--- src/rtl/sobol_gen.sv ---
// Sobol quasi-random point generator (1-D, Gray-code recurrence) producing Q16.16 u values.
// Optional digital-shift scrambling is built only when SOBOL_SCRAMBLE_EN is defined.

package fpga_cfg_pkg;
    localparam int FP_WIDTH = 32;
    localparam int FP_QFRAC = 16;
endpackage

module sobol_gen #(
    parameter int WIDTH      = fpga_cfg_pkg::FP_WIDTH,
    parameter int QFRAC      = fpga_cfg_pkg::FP_QFRAC,
    parameter int NUM_POINTS = 4096
) (
    input  logic             clk,
    input  logic             rst,
    input  logic             start,
    input  logic             dir_we,
    input  logic [3:0]       dir_addr,
    input  logic [15:0]      dir_data,
    input  logic [15:0]      scramble,
    input  logic             ready_in,
    output logic             valid_out,
    output logic [WIDTH-1:0] u,
    output logic [15:0]      index,
    output logic             busy,
    output logic             done
);

    typedef enum logic [1:0] {
        ST_IDLE = 2'd0,
        ST_RUN  = 2'd1,
        ST_DONE = 2'd2
    } state_t;

    state_t             state_q, state_d;
    logic [QFRAC-1:0]   x_q, x_d;
    logic [15:0]        n_q, n_d;
    logic [QFRAC-1:0]   v_q [16];
    logic [QFRAC-1:0]   v_d [16];
    logic               valid_q, valid_d;
    logic [WIDTH-1:0]   u_q, u_d;
    logic [15:0]        index_q, index_d;

    logic               in_idle;
    logic [QFRAC-1:0]   x_base, step_x, frac;
    logic [15:0]        n_base, step_n;
    logic               fire;

    // 16-bit direction words are left-aligned into the QFRAC-bit fraction.
    function automatic logic [QFRAC-1:0] left_align(input logic [15:0] d);
        return QFRAC'({d, {QFRAC{1'b0}}} >> 16);
    endfunction

    function automatic logic [3:0] lowest_zero(input logic [15:0] val);
        logic [3:0] pos;
        pos = 4'd0;
        for (int i = 15; i >= 0; i--) begin
            if (!val[i]) pos = 4'(i);
        end
        return pos;
    endfunction

    // The start cycle computes point 1 from a cleared x/n, giving valid one cycle after start.
    always_comb begin
        in_idle = (state_q == ST_IDLE);
        x_base  = in_idle ? '0 : x_q;
        n_base  = in_idle ? '0 : n_q;
        step_x  = x_base ^ v_q[lowest_zero(n_base)];
        step_n  = n_base + 16'd1;
    end

`ifdef SOBOL_SCRAMBLE_EN
    logic [QFRAC-1:0] scr_q, scr_d, mixed;

    always_comb begin
        scr_d = scr_q;
        if (in_idle && start) scr_d = left_align(scramble);
        mixed = step_x ^ (in_idle ? left_align(scramble) : scr_q);
        frac  = (mixed == '0) ? QFRAC'(1) : mixed;
    end

    always_ff @(posedge clk) begin
        if (rst) scr_q <= '0;
        else     scr_q <= scr_d;
    end
`else
    logic unused_scramble;
    assign unused_scramble = ^scramble;
    assign frac = step_x;
`endif

    // Output handshake: a point transfers on a cycle with valid_out && ready_in;
    // while valid_out is high and ready_in low, u/index hold and the sequence stalls.
    always_comb begin
        state_d = state_q;
        x_d     = x_q;
        n_d     = n_q;
        v_d     = v_q;
        valid_d = valid_q;
        u_d     = u_q;
        index_d = index_q;
        fire    = 1'b0;
        case (state_q)
            ST_IDLE: begin
                if (dir_we) v_d[dir_addr] = left_align(dir_data);
                if (start) begin
                    fire    = 1'b1;
                    state_d = ST_RUN;
                end
            end
            ST_RUN: begin
                if (valid_q && ready_in && index_q == 16'(NUM_POINTS)) begin
                    valid_d = 1'b0;
                    state_d = ST_DONE;
                end else if ((!valid_q || ready_in) && n_q < 16'(NUM_POINTS)) begin
                    fire = 1'b1;
                end
            end
            ST_DONE: state_d = ST_IDLE;
            default: state_d = ST_IDLE;
        endcase
        if (fire) begin
            x_d     = step_x;
            n_d     = step_n;
            u_d     = WIDTH'(frac);
            index_d = step_n;
            valid_d = 1'b1;
        end
    end

    always_ff @(posedge clk) begin
        if (rst) begin
            state_q <= ST_IDLE;
            x_q     <= '0;
            n_q     <= '0;
            valid_q <= 1'b0;
            u_q     <= '0;
            index_q <= '0;
            for (int k = 0; k < 16; k++) v_q[k] <= left_align(16'h8000 >> k);
        end else begin
            state_q <= state_d;
            x_q     <= x_d;
            n_q     <= n_d;
            valid_q <= valid_d;
            u_q     <= u_d;
            index_q <= index_d;
            v_q     <= v_d;
        end
    end

    assign valid_out = valid_q;
    assign u         = u_q;
    assign index     = index_q;
    assign busy      = (state_q == ST_RUN);
    assign done      = (state_q == ST_DONE);

endmodule

--- config.mk ---
export PLATFORM = sky130hd
export DESIGN_NAME = sobol_gen
export DESIGN_NICKNAME = d
export VERILOG_FILES = /design/src/rtl/sobol_gen.sv
export SDC_FILE = /design/constraint.sdc
export NUM_CORES = 1
export LEC_CHECK = 0
export CORE_UTILIZATION = 30
export DETAILED_ROUTE_END_ITERATION = 7
export PLACE_DENSITY = 0.58
export SKIP_LAST_GASP = 1
export SLEW_MARGIN = 20
export SYNTH_ARGS = -nofsm -noshare
export SYNTH_HDL_FRONTEND = slang
export SYNTH_SLANG_ARGS = --single-unit
--- constraint.sdc ---
create_clock -name clk -period 2.9 [get_ports clk]
set_clock_uncertainty 0.1 [all_clocks]
set_input_delay 0.435 -clock clk [delete_from_list [all_inputs] [get_ports clk]]
set_output_delay 0.435 -clock clk [all_outputs]
set_load 0.05 [all_outputs]
==> flow_summary.json <==
{
  "dpl.hpwl_um": 22600,
  "synth.yosys.seq_area_share_pct": 43.1,
  "gpl.final_weighted_congestion": 0.835,
  "synth_largest_type_area_fraction_pct": 43.1,
  "synth_enable_flop_cells": 0,
  "peakVddDrop_uv": 478,
  "synth_area_per_cell_um2": 7.81,
  "total_leakage_power_nw": 5.03,
  "cts_num_sinks": 259,
  "ios": 92,
  "worst-slew-pin-transition_ns": 0.669,
  "postCtsHoldBufs": 0,
  "synthFlopType": "sky130_fd_sc_hd__dfxtp_1",
  "critPathArrivalTime_ns": 3.10,
  "effective_utilization_at_floorplan_pct": 30.4,
  "min_path_type": "input port to flip-flop",
  "grt_start_max_net_pins": 79,
  "routed_wire_length_per_instance_um": 17.3,
  "drt_antenna_net_count": 0,
  "outcome": "finished clean",
  "floorplan.die.height_um": 202,
  "post-route-period-util_pct": 95.8,
  "ys_top_cells_by_count": "498 x sky130_fd_sc_hd__nand2_1, 259 x sky130_fd_sc_hd__dfxtp_1, 233 x sky130_fd_sc_hd__a21oi_1",
  "grt_antenna_before_repair": 0,
  "synth.area.top_cells": "sky130_fd_sc_hd__dfxtp_1 43%, sky130_fd_sc_hd__nand2_1 16%, sky130_fd_sc_hd__a21oi_1 9.7%",
  "clk_root_buffer_cell": "sky130_fd_sc_hd__clkbuf_16",
  "clock_insertion_delay_worst_skew_ns": 0.57,
  "grt_use_total_pct": 17.4,
  "post-route-drc-count": 0,
  "drt_iter0_markers": 732,
  "number_of_clock_buffers_inserted_by_tritoncts": 28,
  "port_buffers": 59,
  "cts_tree": "done",
  "setup.worst_path.start_class": "flip-flop",
  "critPathCaptureType": "flip-flop",
  "synth_cell_types": 63,
  "postSynthRegisterBits": 259,
  "setup_viol_count_final": 0,
  "diodes": 0,
  "grt_setup_unrepaired": "no",
  "syn2layout_area_growth_pct": 20.4,
  "synthMostInstantiatedCell": "sky130_fd_sc_hd__nand2_1",
  "setup_total_negative_slack_ns": 0,
  "die-width_um": 202,
  "criticalPathCategory": "flip-flop to flip-flop",
  "vias_per_cell": 5.13,
  "htree_num_levels": 1,
  "path_clk_slew_ns": 0.06,
  "worst-endpoint-required_ns": 3.22,
  "maxSlewViolCount": 0,
  "design.die.area_um2": 40900,
  "biggest_area_consumer_among_synthesized_cells": "sky130_fd_sc_hd__dfxtp_1",
  "grt.overflow.total": 0,
  "ys.warnings.count": 0,
  "layout_min_cycle_time_ns": 2.78,
  "number_of_rows_created_at_floorplan": 73,
  "max-slew-margin-rel_pct": 55.3,
  "detailed_router_iteration_count_before_antenna_repair": 6,
  "total_nets_final": 1622,
  "numPlacedInstances": 2073,
  "critical_path_maximum_fanout": 16,
  "post_synth_instance_area_um2": 12000,
  "netlist_instances": 1541,
  "number_of_global_route_vias_before_repair": 10300,
  "fin_cells": 2126,
  "ffs_w_async_s_r_synth_pct": 0,
  "wl_um": 36800,
  "placedInstanceArea_um2": 13500,
  "drv.max_cap_violation_count": 0,
  "total_number_of_vias": 10900,
  "detailedPlace.worstSlack_ns": 0.0302,
  "clock_path_buffers": 3,
  "hold_viol": 0,
  "drive_above_1_share_pct": 11.0,
  "grt_pass1_wl_um": 56800,
  "cellPowerDensity_nw_per_um2": 538,
  "design_area_um2": 14500,
  "coreArea_um2": 39600,
  "final.setup.worst_slack_ns": 0.121,
  "maxClockFrequency_ghz": 0.360
}
-- per-stage QoR --
step	hold WS [ns]	util (%)	total power, mW
after global routing	0.335	36.5	8.02
after global placement	0.337	34.0	4.26
after CTS	0.320	36.4	7.84
final	0.321	36.5	7.79
after detailed placement	0.342	34.0	4.26
after floorplan	0.332	-	4.08
-- kinds of logic (layout without fill, tap and decap cells) --
logic type / after synthesis / in the layout / synth area share, %
DFF: 259 / 259 / 43.1
other: 1 / 16 / 0.0312
muxes: 94 / 94 / 7.93
buffers and inverters: 150 / 195 / 5.74
AOI/OAI and AO/OA: 324 / 324 / 15.7
and+or+nand+nor: 708 / 708 / 27.1
xor gates and xnor gates: 4 / 4 / 0.291
adders and majority gates: 1 / 1 / 0.104
-- where the power goes --
part | total (mW) | switching [mW] | internal, mW
Combinational | 0.567 | 0.395 | 0.172
Sequential | 3.63 | 0.0261 | 3.60
Clock | 3.59 | 1.47 | 2.12
Total | 7.79 | 1.90 | 5.89
-- path summary, 6_finish.rpt --
kind              from       end  depth (start not counted)  slack [ns]
min reg2reg    v_q[52]   v_q[52]                          2        0.35
max reg2reg  index[14]   x_q[14]                          9        0.12
max          index[14]   x_q[14]                          9        0.12
min                rst  index[3]                          2        0.32
-- registers in the layout (all words and copies together) (netlist names) --
name	count
v_q	224
index	16
x_q	16
state_q	2
valid_out	1
-- metal layers --
layer	vias up	global-route usage (%)	wire, um
met3	62	2.61	2530
li1	5287	-	-
met5	-	0	0
met4	0	5.67	976
met1	5170	23.7	16500
met2	378	28.1	16800
-- worst max-delay path, stage by stage (launching register included) --
cell,delay (ns)
sky130_fd_sc_hd__dfxtp_2,0.36
sky130_fd_sc_hd__nor2b_1,0.16
sky130_fd_sc_hd__o221ai_1,0.17
sky130_fd_sc_hd__a2111o_2,0.58
sky130_fd_sc_hd__nand2_8,0.16
sky130_fd_sc_hd__buf_12,0.17
sky130_fd_sc_hd__a211oi_1,0.08
sky130_fd_sc_hd__or4_1,0.59
sky130_fd_sc_hd__a21oi_1,0.20
sky130_fd_sc_hd__nor3b_2,0.06
-- area by class of cell --
| cell class | instances | area [um2] |
|---|---|---|
| clock inverter | 5 | 61.3 |
| tap | 525 | 657 |
| clock buffer | 46 | 868 |
| inverter | 5 | 18.8 |
| multi-input combinational | 1147 | 6280 |
| sequential | 259 | 5190 |
| timing repair buffer | 139 | 1410 |
| fill | 4068 | 25200 |
-- repair_timing --
action,4_1_cts,5_1_grt
endpoints found under the hold margin,0,0
setup endpoints to repair,0,15
buffers inserted,0,1
gates resized for setup,0,7
-- placed cells by master, fill, tap and decap left out, drive strengths merged, types with 4 or more instances in the layout --
| cell type | instances |
|---|---|
| dfxtp | 259 |
| nand4 | 5 |
| nor3b | 18 |
| conb | 16 |
| clkdlybuf4s50 | 58 |
| nand2 | 500 |
| nor2 | 35 |
| nand3b | 14 |
| a211oi | 49 |
| nand2b | 5 |
| a22oi | 17 |
| clkinv | 4 |
| and3 | 51 |
| and2 | 8 |
| inv | 5 |
| a21oi | 233 |
| buf | 79 |
| clkbuf | 48 |
| o21ai | 8 |
| nor3 | 10 |
| mux2i | 92 |
| or4 | 17 |
| nand3 | 28 |
| nor2b | 6 |
(Power assumes the default switching activity.)
